[src/rtl/draw_pkg.sv]
// draw_pkg: shared definitions for the draw_* blocks.
//   - default VGA widths (x, y, colour)
//   - span FSM state encoding
//   - span orientation codes
package draw_pkg;

    localparam int unsigned DEF_X_W      = 8;
    localparam int unsigned DEF_Y_W      = 7;
    localparam int unsigned DEF_COLOUR_W = 18;

    localparam logic MODE_VERT = 1'b0;
    localparam logic MODE_HORZ = 1'b1;

    typedef enum logic [1:0] {
        IDLE = 2'd0,
        DRAW = 2'd1,
        DONE = 2'd2
    } state_t;

    // Width able to carry either axis.
    function automatic int unsigned max_w(input int unsigned a, input int unsigned b);
        return (a > b) ? a : b;
    endfunction

endpackage

[src/rtl/span_counter.sv]
// span_counter: walks an inclusive range lo..hi one step at a time.
//   clock, reset : clock and async active-low reset
//   load         : capture lo/hi, cur <= lo
//   en           : advance cur by one (never past hi)
//   lo, hi       : range bounds, lo <= hi
//   cur          : current position (registered)
//   last_c       : cur has reached hi (combinational)
module span_counter
    import draw_pkg::*;
#(
    parameter int unsigned W = DEF_X_W
) (
    input  logic         clock,
    input  logic         reset,
    input  logic         load,
    input  logic         en,
    input  logic [W-1:0] lo,
    input  logic [W-1:0] hi,
    output logic [W-1:0] cur,
    output logic         last_c
);

    logic [W-1:0] hi_q;

    // Holding at hi lets hi = all-ones finish without wrapping.
    always_ff @(posedge clock or negedge reset) begin
        if (!reset) begin
            cur  <= '0;
            hi_q <= '0;
        end else if (load) begin
            cur  <= lo;
            hi_q <= hi;
        end else if (en && (cur != hi_q)) begin
            cur  <= cur + W'(1);
        end
    end

    assign last_c = (cur == hi_q);

endmodule

[src/rtl/draw_span.sv]
// draw_span: draws one inclusive vertical or horizontal run of pixels in one
// colour into the VGA adapter write port, honouring vga_ready backpressure.
//   clock, reset        : clock and async active-low reset
//   start / busy / done : sequencer handshake (start taken only in IDLE)
//   mode                : 0 = vertical (x fixed), 1 = horizontal (y fixed)
//   fix_coord           : fixed coordinate, truncated to the active axis
//   start_coord/end_coord : endpoints in either order
//   colour              : span colour
//   vga_x/vga_y/vga_colour/vga_write : registered pixel write
//   vga_ready           : adapter accepts the current pixel
// Optional: DRAW_SPAN_STIPPLE_EN adds an 8-bit pattern port; pixel i of the
// span is written only if pattern[i mod 8] is set.
module draw_span
    import draw_pkg::*;
#(
    parameter  int unsigned X_W      = DEF_X_W,
    parameter  int unsigned Y_W      = DEF_Y_W,
    parameter  int unsigned COLOUR_W = DEF_COLOUR_W,
    localparam int unsigned C_W      = max_w(X_W, Y_W)
) (
    input  logic                clock,
    input  logic                reset,
    input  logic                start,
    output logic                busy,
    output logic                done,
    input  logic                mode,
    input  logic [C_W-1:0]      fix_coord,
    input  logic [C_W-1:0]      start_coord,
    input  logic [C_W-1:0]      end_coord,
    input  logic [COLOUR_W-1:0] colour,
    output logic [X_W-1:0]      vga_x,
    output logic [Y_W-1:0]      vga_y,
    output logic [COLOUR_W-1:0] vga_colour,
    output logic                vga_write,
    input  logic                vga_ready
`ifdef DRAW_SPAN_STIPPLE_EN
    ,
    input  logic [7:0]          pattern
`endif
);

    state_t         state, state_nxt;
    logic           mode_q;
    logic [C_W-1:0] fix_q;
    logic [C_W-1:0] lo_c, hi_c, cur, coord_c, fix_c;
    logic           mode_c, last_c, load_c, adv_c, step_c, pix_on_c, write_nxt;
    logic [X_W-1:0] x_c;
    logic [Y_W-1:0] y_c;

    // Endpoint ordering.
    assign lo_c = (start_coord <= end_coord) ? start_coord : end_coord;
    assign hi_c = (start_coord <= end_coord) ? end_coord : start_coord;

    span_counter #(.W(C_W)) u_cnt (
        .clock  (clock),
        .reset  (reset),
        .load   (load_c),
        .en     (adv_c),
        .lo     (lo_c),
        .hi     (hi_c),
        .cur    (cur),
        .last_c (last_c)
    );

    // A blanked (stippled-out) pixel moves on without waiting for the adapter.
    assign step_c = !vga_write || vga_ready;
    assign load_c = (state == IDLE) && start;
    assign adv_c  = (state == DRAW) && step_c && !last_c;

    // Pixel presented next: first pixel on load, successor on advance.
    assign coord_c = load_c ? lo_c : cur + C_W'(1);
    assign mode_c  = load_c ? mode : mode_q;
    assign fix_c   = load_c ? fix_coord : fix_q;
    assign x_c     = (mode_c == MODE_VERT) ? X_W'(fix_c) : X_W'(coord_c);
    assign y_c     = (mode_c == MODE_HORZ) ? Y_W'(fix_c) : Y_W'(coord_c);

`ifdef DRAW_SPAN_STIPPLE_EN
    logic [7:0]     pattern_q, pat_c;
    logic [C_W-1:0] lo_q, base_c;
    logic [2:0]     idx_c;

    // Pattern phase is relative to the low endpoint.
    assign pat_c    = load_c ? pattern : pattern_q;
    assign base_c   = load_c ? lo_c : lo_q;
    assign idx_c    = 3'(coord_c - base_c);
    assign pix_on_c = pat_c[idx_c];

    always_ff @(posedge clock or negedge reset) begin
        if (!reset) begin
            pattern_q <= '0;
            lo_q      <= '0;
        end else if (load_c) begin
            pattern_q <= pattern;
            lo_q      <= lo_c;
        end
    end
`else
    assign pix_on_c = 1'b1;
`endif

    // Next-state and next write strobe.
    always_comb begin
        state_nxt = state;
        write_nxt = vga_write;
        case (state)
            IDLE: begin
                if (start) begin
                    state_nxt = DRAW;
                    write_nxt = pix_on_c;
                end
            end
            DRAW: begin
                if (step_c) begin
                    if (last_c) begin
                        state_nxt = DONE;
                        write_nxt = 1'b0;
                    end else begin
                        write_nxt = pix_on_c;
                    end
                end
            end
            DONE: begin
                state_nxt = IDLE;
            end
            default: begin
                state_nxt = IDLE;
                write_nxt = 1'b0;
            end
        endcase
    end

    // State, span latches and registered outputs.
    always_ff @(posedge clock or negedge reset) begin
        if (!reset) begin
            state      <= IDLE;
            busy       <= 1'b0;
            done       <= 1'b0;
            vga_write  <= 1'b0;
            vga_x      <= '0;
            vga_y      <= '0;
            vga_colour <= '0;
            mode_q     <= MODE_VERT;
            fix_q      <= '0;
        end else begin
            state     <= state_nxt;
            busy      <= (state_nxt != IDLE);
            done      <= (state_nxt == DONE);
            vga_write <= write_nxt;
            if (load_c) begin
                mode_q     <= mode;
                fix_q      <= fix_coord;
                vga_colour <= colour;
            end
            if (load_c || adv_c) begin
                vga_x <= x_c;
                vga_y <= y_c;
            end
        end
    end

endmodule

[config.mk]
export PLATFORM = sky130hd
export DESIGN_NAME = draw_span
export DESIGN_NICKNAME = d
export VERILOG_FILES = /design/src/rtl/draw_pkg.sv /design/src/rtl/span_counter.sv /design/src/rtl/draw_span.sv
export SDC_FILE = /design/constraint.sdc
export NUM_CORES = 1
export LEC_CHECK = 0
export CORE_UTILIZATION = 49
export CTS_CLUSTER_SIZE = 30
export DETAILED_ROUTE_END_ITERATION = 10
export GPL_TIMING_DRIVEN = 0
export PLACE_DENSITY = 0.8
export SKIP_CTS_REPAIR_TIMING = 1
export SYNTH_ARGS = -nofsm -noshare
export SYNTH_HDL_FRONTEND = slang
export SYNTH_SLANG_ARGS = --single-unit
[constraint.sdc]
create_clock -name clock -period 2.8 [get_ports clock]
set_clock_uncertainty 0.2 [all_clocks]
set_input_delay 0.42 -clock clock [delete_from_list [all_inputs] [get_ports clock]]
set_output_delay 0.42 -clock clock [all_outputs]
set_load 0.005 [all_outputs]
==> flow_summary.json <==
{
  "ys_seq_area_share_pct": 47.4,
  "grt.total_usage_pct": 23.7,
  "ys_warn_count": 0,
  "synth_area_um2": 3330,
  "final_layout_size_suffix_gt1_share_pct": 13.1,
  "max_freq_mhz": 362,
  "gp_congestion": 0.786,
  "crit_arrival_ns": 2.77,
  "stdcell_count": 536,
  "grt_setup_unrepaired": "no",
  "die_h_um": 84.4,
  "synthTopCellsByArea": "dfrtp_1, nand2_1, mux2i_1",
  "p_leak_nw": 2.12,
  "num_vias": 2802,
  "hp-start": "vga_colour[13]",
  "slew_headroom_pct": 54.6,
  "finalSetupViolations": 0,
  "crit_slowest_cell": "clkdlybuf4s50_1",
  "fp-row-count": 29,
  "die_area_um2": 7120,
  "path_max_fanout": 6,
  "start_util_pct": 51.5,
  "antenna_found_initial": 0,
  "ir_worst_vdd_mv": 0.614,
  "insertion_delay_ns": 0.34,
  "cts_tree": "built",
  "wl_um": 7740,
  "hp-class": "flop to flop",
  "dp_cells": 512,
  "grt_pass1_vias": 2872,
  "cts_sinks": 63,
  "fin_area_um2": 4580,
  "clkSlewWorstSetupHoldPaths_ns": 0.08,
  "r2r_cells": 7,
  "power.density_nw_per_um2": 1060,
  "viasPerCell": 5.23,
  "cts_root_buf": "clkbuf_8",
  "cp-start-kind": "input pin",
  "status": "finished, violations left",
  "fin_crit_ns": 2.76,
  "required_ns": 2.81,
  "synth-edff-count": 0,
  "slowest_delay_ns": 0.51,
  "synth_area_per_cell_um2": 9.45,
  "violations": "design-rule violations",
  "slew_viol_final": 0,
  "area_growth_pct": 37.8,
  "syn-num-nets": 408,
  "dpl-instance-area_um2": 4260,
  "critPathTopFamily": "compound AO/OA/AOI/OAI gates",
  "dr.pass1.iters": 7,
  "finalPower_w": 0.00486,
  "place_hpwl_um": 5690,
  "drc_errors": 3,
  "diodes": 0,
  "yosysTopAreaCellShare_pct": 47.4,
  "yosysTopAreaCell": "dfrtp_1",
  "startpoint": "end_coord[1]",
  "whs_ns": 0.274,
  "finalHoldViolations": 0,
  "holdPathStages": 2,
  "async_flop_share_pct": 100,
  "clockBufferDepth": 2,
  "synth_cell_types": 45,
  "wire_per_inst_um": 14.4,
  "synth-seq-cells": 63,
  "cp.depth": 9,
  "crit_path_end_kind": "flop",
  "grt_max_degree": 35,
  "worst_pin_slew_ns": 0.681,
  "cp_num_buf_inv": 2,
  "grt_overflow": 0,
  "crit_type": "input pin to flop",
  "max_cap_violations": 0,
  "tns_ns": 0,
  "ant_nets": 0,
  "reg2reg_from": "state[1]",
  "cts_buffers": 9,
  "die_w_um": 84.4,
  "ioPinCount": 83,
  "grt_pass1_wl_um": 13200,
  "final.period_utilization_pct": 98.6,
  "ys.flop_type": "dfrtp_1",
  "drt-initial-drc-count": 104,
  "syn_inst": 352,
  "numPortBuffers": 82,
  "core_um2": 6460,
  "path_cells": "clkdlybuf4s50_1, inv_1, ha_1, nor2b_1, o211ai_1, a211oi_2, nor2_4, mux2_4, o41ai_1",
  "nets": 510,
  "htree_levels": 3
}
[power breakdown]
group / total, W / switching (W) / internal, W
registers: 0.00162 / 0.000275 / 0.00134
clock network: 0.000913 / 0.000365 / 0.000548
logic: 0.00233 / 0.00115 / 0.00118
[final cells by class]
class / instances / area, um^2
Clock buffer: 11 / 151
Multi-Input combinational cell: 254 / 1590
Inverter: 17 / 63.8
Fill cell: 496 / 1870
Sequential cell: 63 / 1580
Timing Repair Buffer: 91 / 898
Buffer: 18 / 131
Tap cell: 77 / 96.3
Clock inverter: 5 / 80.1
[final timing paths]
check                                  to  slack [ns]
max                              vga_y[6]        0.04
min                        vga_colour[13]        0.27
max reg2reg                      vga_x[6]        0.40
min reg2reg                vga_colour[13]        0.27
max in group asynchronous   vga_colour[5]        1.33
min in group asynchronous        fix_q[4]        0.46
[worst register-to-register path: cells and delay by family (launching register included)]
| family | cells | cell delay (ns) |
|---|---|---|
| flip-flops | 1 | 0.47 |
| AO/OA/AOI/OAI | 1 | 0.06 |
| buffers and inverters | 2 | 0.36 |
| multiplexers | 2 | 0.69 |
| AND/OR/NAND/NOR | 2 | 0.52 |
[per-stage QoR]
step	util, %	setup WS, ns
after floorplan	-	0.412
after global placement	65.7	-0.899
after detailed placement	65.9	-0.405
after CTS	69.5	-0.0487
after global routing	71.0	0.00731
final	71.0	0.0396
[placed cells by master (no fill, tap or decap), drive strengths merged, types with 2 or more instances in the layout]
cell and count:
inv 17, buf 21, nand2 92, nand3 19, mux2i 22, nor2 28, o41ai 6, o21ai 15
a31oi 2, mux2 7, ha 9, o31ai 4, nor2b 3, clkbuf 17, nand4 3, xor2 8
xnor2 5, nor4 2, bufinv 2, clkinvlp 2, nor3b 4, clkdlybuf4s50 81, a21oi 5, dfrtp 63
o211ai 10
[cells in the mapped netlist, types with 3 or more instances]
library cell  number
ha_1               9
clkbuf_1           6
nand3_1           18
o211ai_1          10
mux2_2             4
a21oi_1            5
buf_6              4
buf_2              3
nor2_1            27
xor2_1             8
buf_4              4
nor2b_1            3
o21ai_1            3
inv_1             16
o31ai_1            4
o41ai_1            6
nor3b_1            3
xnor2_1            5
nand4_1            3
mux2i_1           21
nand2_1           91
mux2_4             3
dfrtp_1           63
o21ai_0           12
[flip-flops by register name, indices dropped and copies added, names as in the netlist]
signal / flops
u_cnt.cur: 8
vga_y: 7
vga_x: 8
mode_q: 1
vga_colour: 18
u_cnt.hi_q: 8
done: 1
vga_write: 1
busy: 1
state: 2
fix_q: 8
[cell families (layout without fill, tap and decap cells)]
kind of cell / count (synthesis) / count (layout) / synth area share (%)
AOI/OAI and AO/OA: 46 / 46 / 9.63
xor gates and xnor gates: 13 / 13 / 3.42
adders and majority gates: 9 / 9 / 3.38
buffers and inverters: 35 / 142 / 5.75
DFF: 63 / 63 / 47.4
muxes: 29 / 29 / 9.44
and+or+nand+nor: 157 / 157 / 21.0
[routing by layer]
metal  up-vias  global-route usage, %  wire (um)
met5         -                      0          0
met4         0                   6.63         57
met3         6                   8.36        552
met2        88                   40.0       3730
met1      1312                   28.8       3400
li1       1396                      -          -
Note: power is estimated with default switching activity, not from simulation.
==> patch 1: new RTL, config.mk and constraints unchanged <==
The option `DRAW_SPAN_STIPPLE_EN` is turned on by a define.
--- a/src/rtl/draw_span.sv
+++ b/src/rtl/draw_span.sv
@@ -11,4 +11,6 @@
 // Optional: DRAW_SPAN_STIPPLE_EN adds an 8-bit pattern port; pixel i of the
 // span is written only if pattern[i mod 8] is set.
+`define DRAW_SPAN_STIPPLE_EN
+
 module draw_span
     import draw_pkg::*;
Interface: changed (added pattern); port bits go from 83 to 91. The function was not compared with the original's and may differ.
==> patch 1 against the original RTL <==
The flow finishes with violations (setup timing). Worst setup slack worse by 0.56 ns. Wire length up 28%. Design area up 21%. Fmax down 17%. Sequential cell count up 11. Area after synthesis up 20%. Via count up 22%. Core utilization down 0.11 points. Total power up 25%. Highest routed layer unchanged.
==> patch 1: results (changes against the original RTL) <==
[status]
outcome=finished, violations left  ; unchanged
violations=setup timing  ; was DRC

[sta]
setup_viol=1  ; was 0
fin_ws_ns=-0.524  ; was 0.0396 ns
setup_tns_ns=-0.524  ; was 0 ns
slew_headroom=0.691  ; was 0.546

[placement]
dpl_cell_area_mm2=0.00507  ; was 0.00426 mm2
globalplace.congestion=0.843  ; was 0.786
io_buffer_count=90  ; was 82
pre_cts_ws_ns=-1.40  ; was -0.405 ns
place_inst=608  ; was 512
hpwlAfterDp_um=7120  ; was 5690 um

[cts]
cts_buffer_depth=2  ; unchanged
numCtsBuffers=9  ; unchanged

[grt]
grt_pass1_wl_um=15500  ; was 13200 um
grt_pass1_vias=3219  ; was 2872
grt.total_usage=0.234  ; was 0.237
grt_max_degree=74  ; was 35

[power]
ir_drop_v=0.000517  ; was 0.000614 V
p_leak_nw=2.62  ; was 2.12 nW

[synth]
synth_cell_types=47  ; was 45
ys_seq_area_frac=0.464  ; was 0.474
synthCells=415  ; was 352
ys_top_cells_by_area=dfrtp_1, nand2_1, mux2i_1  ; unchanged
synth_nets=481  ; was 408
synth.top_cells.by_count=nand2_1, dfrtp_1, nor2_1  ; unchanged

[routing]
vias=3426  ; was 2802
firstDrtPassIters=4  ; was 7
wl_per_cell_um=15.7  ; was 14.4 um
final_antenna_net_count=0  ; unchanged

[critical_path]
crit_family=adder cells  ; was compound AO/OA/AOI/OAI gates
cpPeakStageDelay_ns=0.37  ; was 0.51 ns
crit_path_top_delay_cell=fa_2  ; was clkdlybuf4s50_1

[layout]
drive_above_1_share=0.169  ; was 0.131
final_nets=593  ; was 510
fillers=580  ; was 496

[min_path]
min_path_type=in -> async  ; was reg -> reg

-- patch 1: cell types whose count changed in the layout (fill, tap and decap cells not counted), moves of 8 or more --
cell             before  now
nor2_1               26   39
nand3_1              18    5
o211ai_1             10    2
dlymetal6s2s_1        0   13
dfrtp_1              63   74
clkdlybuf4s50_1      81   72
-- patch 1: path summary, 6_finish.rpt --
check                           cells past startpoint             end  slack [ns]
worst min register to register                      2        fix_q[7]        0.27
worst max-delay path                               17       vga_write       -0.52
max in group asynchronous                           3  vga_colour[10]        1.67
worst min-delay path                                2        vga_x[7]        0.22
min in group clock                                  3   u_cnt.hi_q[1]        0.23
worst max register to register                     14       vga_write       -0.43
-- patch 1: kinds of logic after synthesis --
kind of cell	count (synthesis)	share of synthesized area
fa+ha+maj	11	0.0363
xor+xnor	16	0.0385
flops	74	0.464
mux	43	0.117
simple gates	171	0.185
buf+inv	44	0.0620
compound gates	56	0.0974
-- patch 1: layout make-up --
type	count	area [um2]	area share
clock buffer	12	155	0.0280
sequential	74	1850	0.335
inverter	21	83.8	0.0152
clock inverter	4	73.8	0.0133
multi-input combinational	297	2020	0.365
tap	102	128	0.0231
timing repair buffer	101	1040	0.189
buffer	23	179	0.0323
-- patch 1: report_power, final --
part           internal [mW]  total, mW  leakage [nW]  switching [mW]
sequential              1.57       1.87         0.916           0.302
combinational           1.67       3.25          1.59            1.58
clock                  0.551      0.952         0.117           0.400
-- patch 1: per-layer routing --
layer / part of all wire / GRT usage
met5: 0 / 0
met4: 0.018 / 0.0898
met3: 0.052 / 0.0328
met2: 0.48 / 0.378
met1: 0.45 / 0.322
==> patch 2: new RTL, same flow settings <==
Without the edit above. Encoding of `state_t`: now one-hot (3 bits for 3 states).
--- a/src/rtl/draw_pkg.sv
+++ b/src/rtl/draw_pkg.sv
@@ -12,8 +12,8 @@
     localparam logic MODE_HORZ = 1'b1;
 
-    typedef enum logic [1:0] {
-        IDLE = 2'd0,
-        DRAW = 2'd1,
-        DONE = 2'd2
+    typedef enum logic [2:0] {
+        IDLE = 3'b001,
+        DRAW = 3'b010,
+        DONE = 3'b100
     } state_t;
 
Behaviour: same outputs for any inputs over 4 cycles, from zero or initial values and one cycle with reset low; so few cycles prove little.
==> patch 2 against the original RTL <==
The flow finishes with violations (DRC, hold timing). Sequential cell count is 1 higher. Total power up 1.7%. Count of clock-buffer cells in the layout rose by 2. Wire length rose by 10%. Area after synthesis increased by 1.1%. Non-clock buffer count fell by 4. Critical path depth did not move. Design area up 1.0%. Worst setup slack gained 0.017 ns.
==> patch 2: results (changes against the original RTL) <==
[routing]
drtIter0Drc=162  ; was 104
firstDrtPassIters=8  ; was 7
vias=2913  ; was 2802
wl_per_cell_um=16.0  ; was 14.4 um
remaining_drc_errors=2  ; was 3

[power]
p_leak_nw=2.24  ; was 2.12 nW
ir_drop_v=0.000551  ; was 0.000614 V

[status]
violations=DRC, hold timing  ; was DRC
outcome=finished, violations left  ; unchanged

[layout]
fillers=475  ; was 496
drive_above_1_share=0.143  ; was 0.131
final_nets=507  ; was 510

[grt]
grt_max_degree=65  ; was 35
grt_pass1_wl_um=13700  ; was 13200 um
grt.total_usage=0.246  ; was 0.237
antenna_found_initial=0  ; unchanged

[cts]
clock_latency_ns=0.35
htreeDepth=3  ; unchanged
cts_root_buf=clkbuf_8  ; unchanged

[synth]
ys_seq_area_frac=0.476  ; was 0.474
avgSynthCellArea_um2=9.53  ; was 9.45 um2
synth_nets=409  ; was 408
synth.top_cells.by_count=nand2_1, dfrtp_1, nor2_1  ; unchanged
ys_top_cells_by_area=dfrtp_1, nand2_1, mux2i_1  ; unchanged

[placement]
globalplace.congestion=0.781  ; was 0.786
hpwlAfterDp_um=6060  ; was 5690 um
pre_cts_ws_ns=-0.498  ; was -0.405 ns

[sta]
finalHoldViolations=63  ; was 0
slew_headroom=0.459  ; was 0.546
worst_hold_slack_ns=-0.0520  ; was 0.274 ns

[min_path]
min_path_type=in -> async  ; was reg -> reg

[critical_path]
critPathArrivalTime_ns=2.78  ; was 2.77 ns

patch 2: cell count changes after synthesis, moves of 3 or more:
cell / unedited run / this run
buf_2: 3 / 8
buf_4: 4 / 1
mux2i_1: 21 / 30
nand2_1: 91 / 86
nand2b_1: 0 / 6
nand3_1: 18 / 2
nor2_1: 27 / 35
o211ai_1: 10 / 1
o31ai_1: 4 / 8
o31ai_2: 0 / 4
patch 2: metal layers:
| layer | global-route usage | vias to the layer above | part of all wire |
|---|---|---|---|
| met5 | 0 | - | 0 |
| met4 | 0.0955 | 0 | 0.021 |
| met3 | 0.0370 | 18 | 0.043 |
| met2 | 0.393 | 81 | 0.50 |
| met1 | 0.340 | 1434 | 0.44 |
| li1 | - | 1380 | - |
patch 2: report_power, final:
group | total, mW | internal (mW) | switching (mW)
combinational | 2.45 | 1.20 | 1.25
clock | 0.844 | 0.482 | 0.363
sequential | 1.65 | 1.38 | 0.277
total | 4.95 | 3.06 | 1.89
patch 2: layout make-up:
class / instances / area share
inverters: 18 / 0.0146
clock buffers: 13 / 0.0365
repair buffers: 87 / 0.186
flip-flops and latches: 64 / 0.346
well taps: 77 / 0.0208
multi-input cells: 253 / 0.365
clock inverters: 3 / 0.00865
plain buffers: 18 / 0.0227
patch 2: cells by family after synthesis:
group                    Yosys count  share of synthesized area
XOR/XNOR                          13                     0.0338
adder cells (fa/ha/maj)            9                     0.0335
buffers and inverters             36                     0.0487
AO/OA/AOI/OAI                     44                     0.0952
flip-flops                        64                      0.476
multiplexers                      40                      0.127
AND/OR/NAND/NOR                  147                      0.186
patch 2: critical path: stages:
cell,delay [ns]
clkdlybuf4s50_1,0.50
inv_1,0.05
ha_1,0.29
nand4_1,0.20
nor2_2,0.22
a211oi_2,0.09
nor2_4,0.27
mux2_2,0.42
o41ai_1,0.32
patch 2: metrics by stage:
step                utilization  area [um2]
floorplan                     -        3360
global placement          0.659        4280
detailed placement        0.659        4280
CTS                       0.691        4490
global route              0.713        4630
finish                    0.713        4630
patch 2: worst paths after layout:
kind,startpoint,end,slack [ns],cells after the start
setup / recovery,end_coord[6],vga_y[1],0.06,9
hold / removal,reset,vga_x[3],-0.05,1
setup reg to reg,state[0],vga_y[6],0.26,7
hold reg to reg,vga_colour[5],vga_colour[5],0.27,2
max in group asynchronous,reset,vga_colour[5],1.91,1
min in group clock,vga_colour[5],vga_colour[5],0.27,2
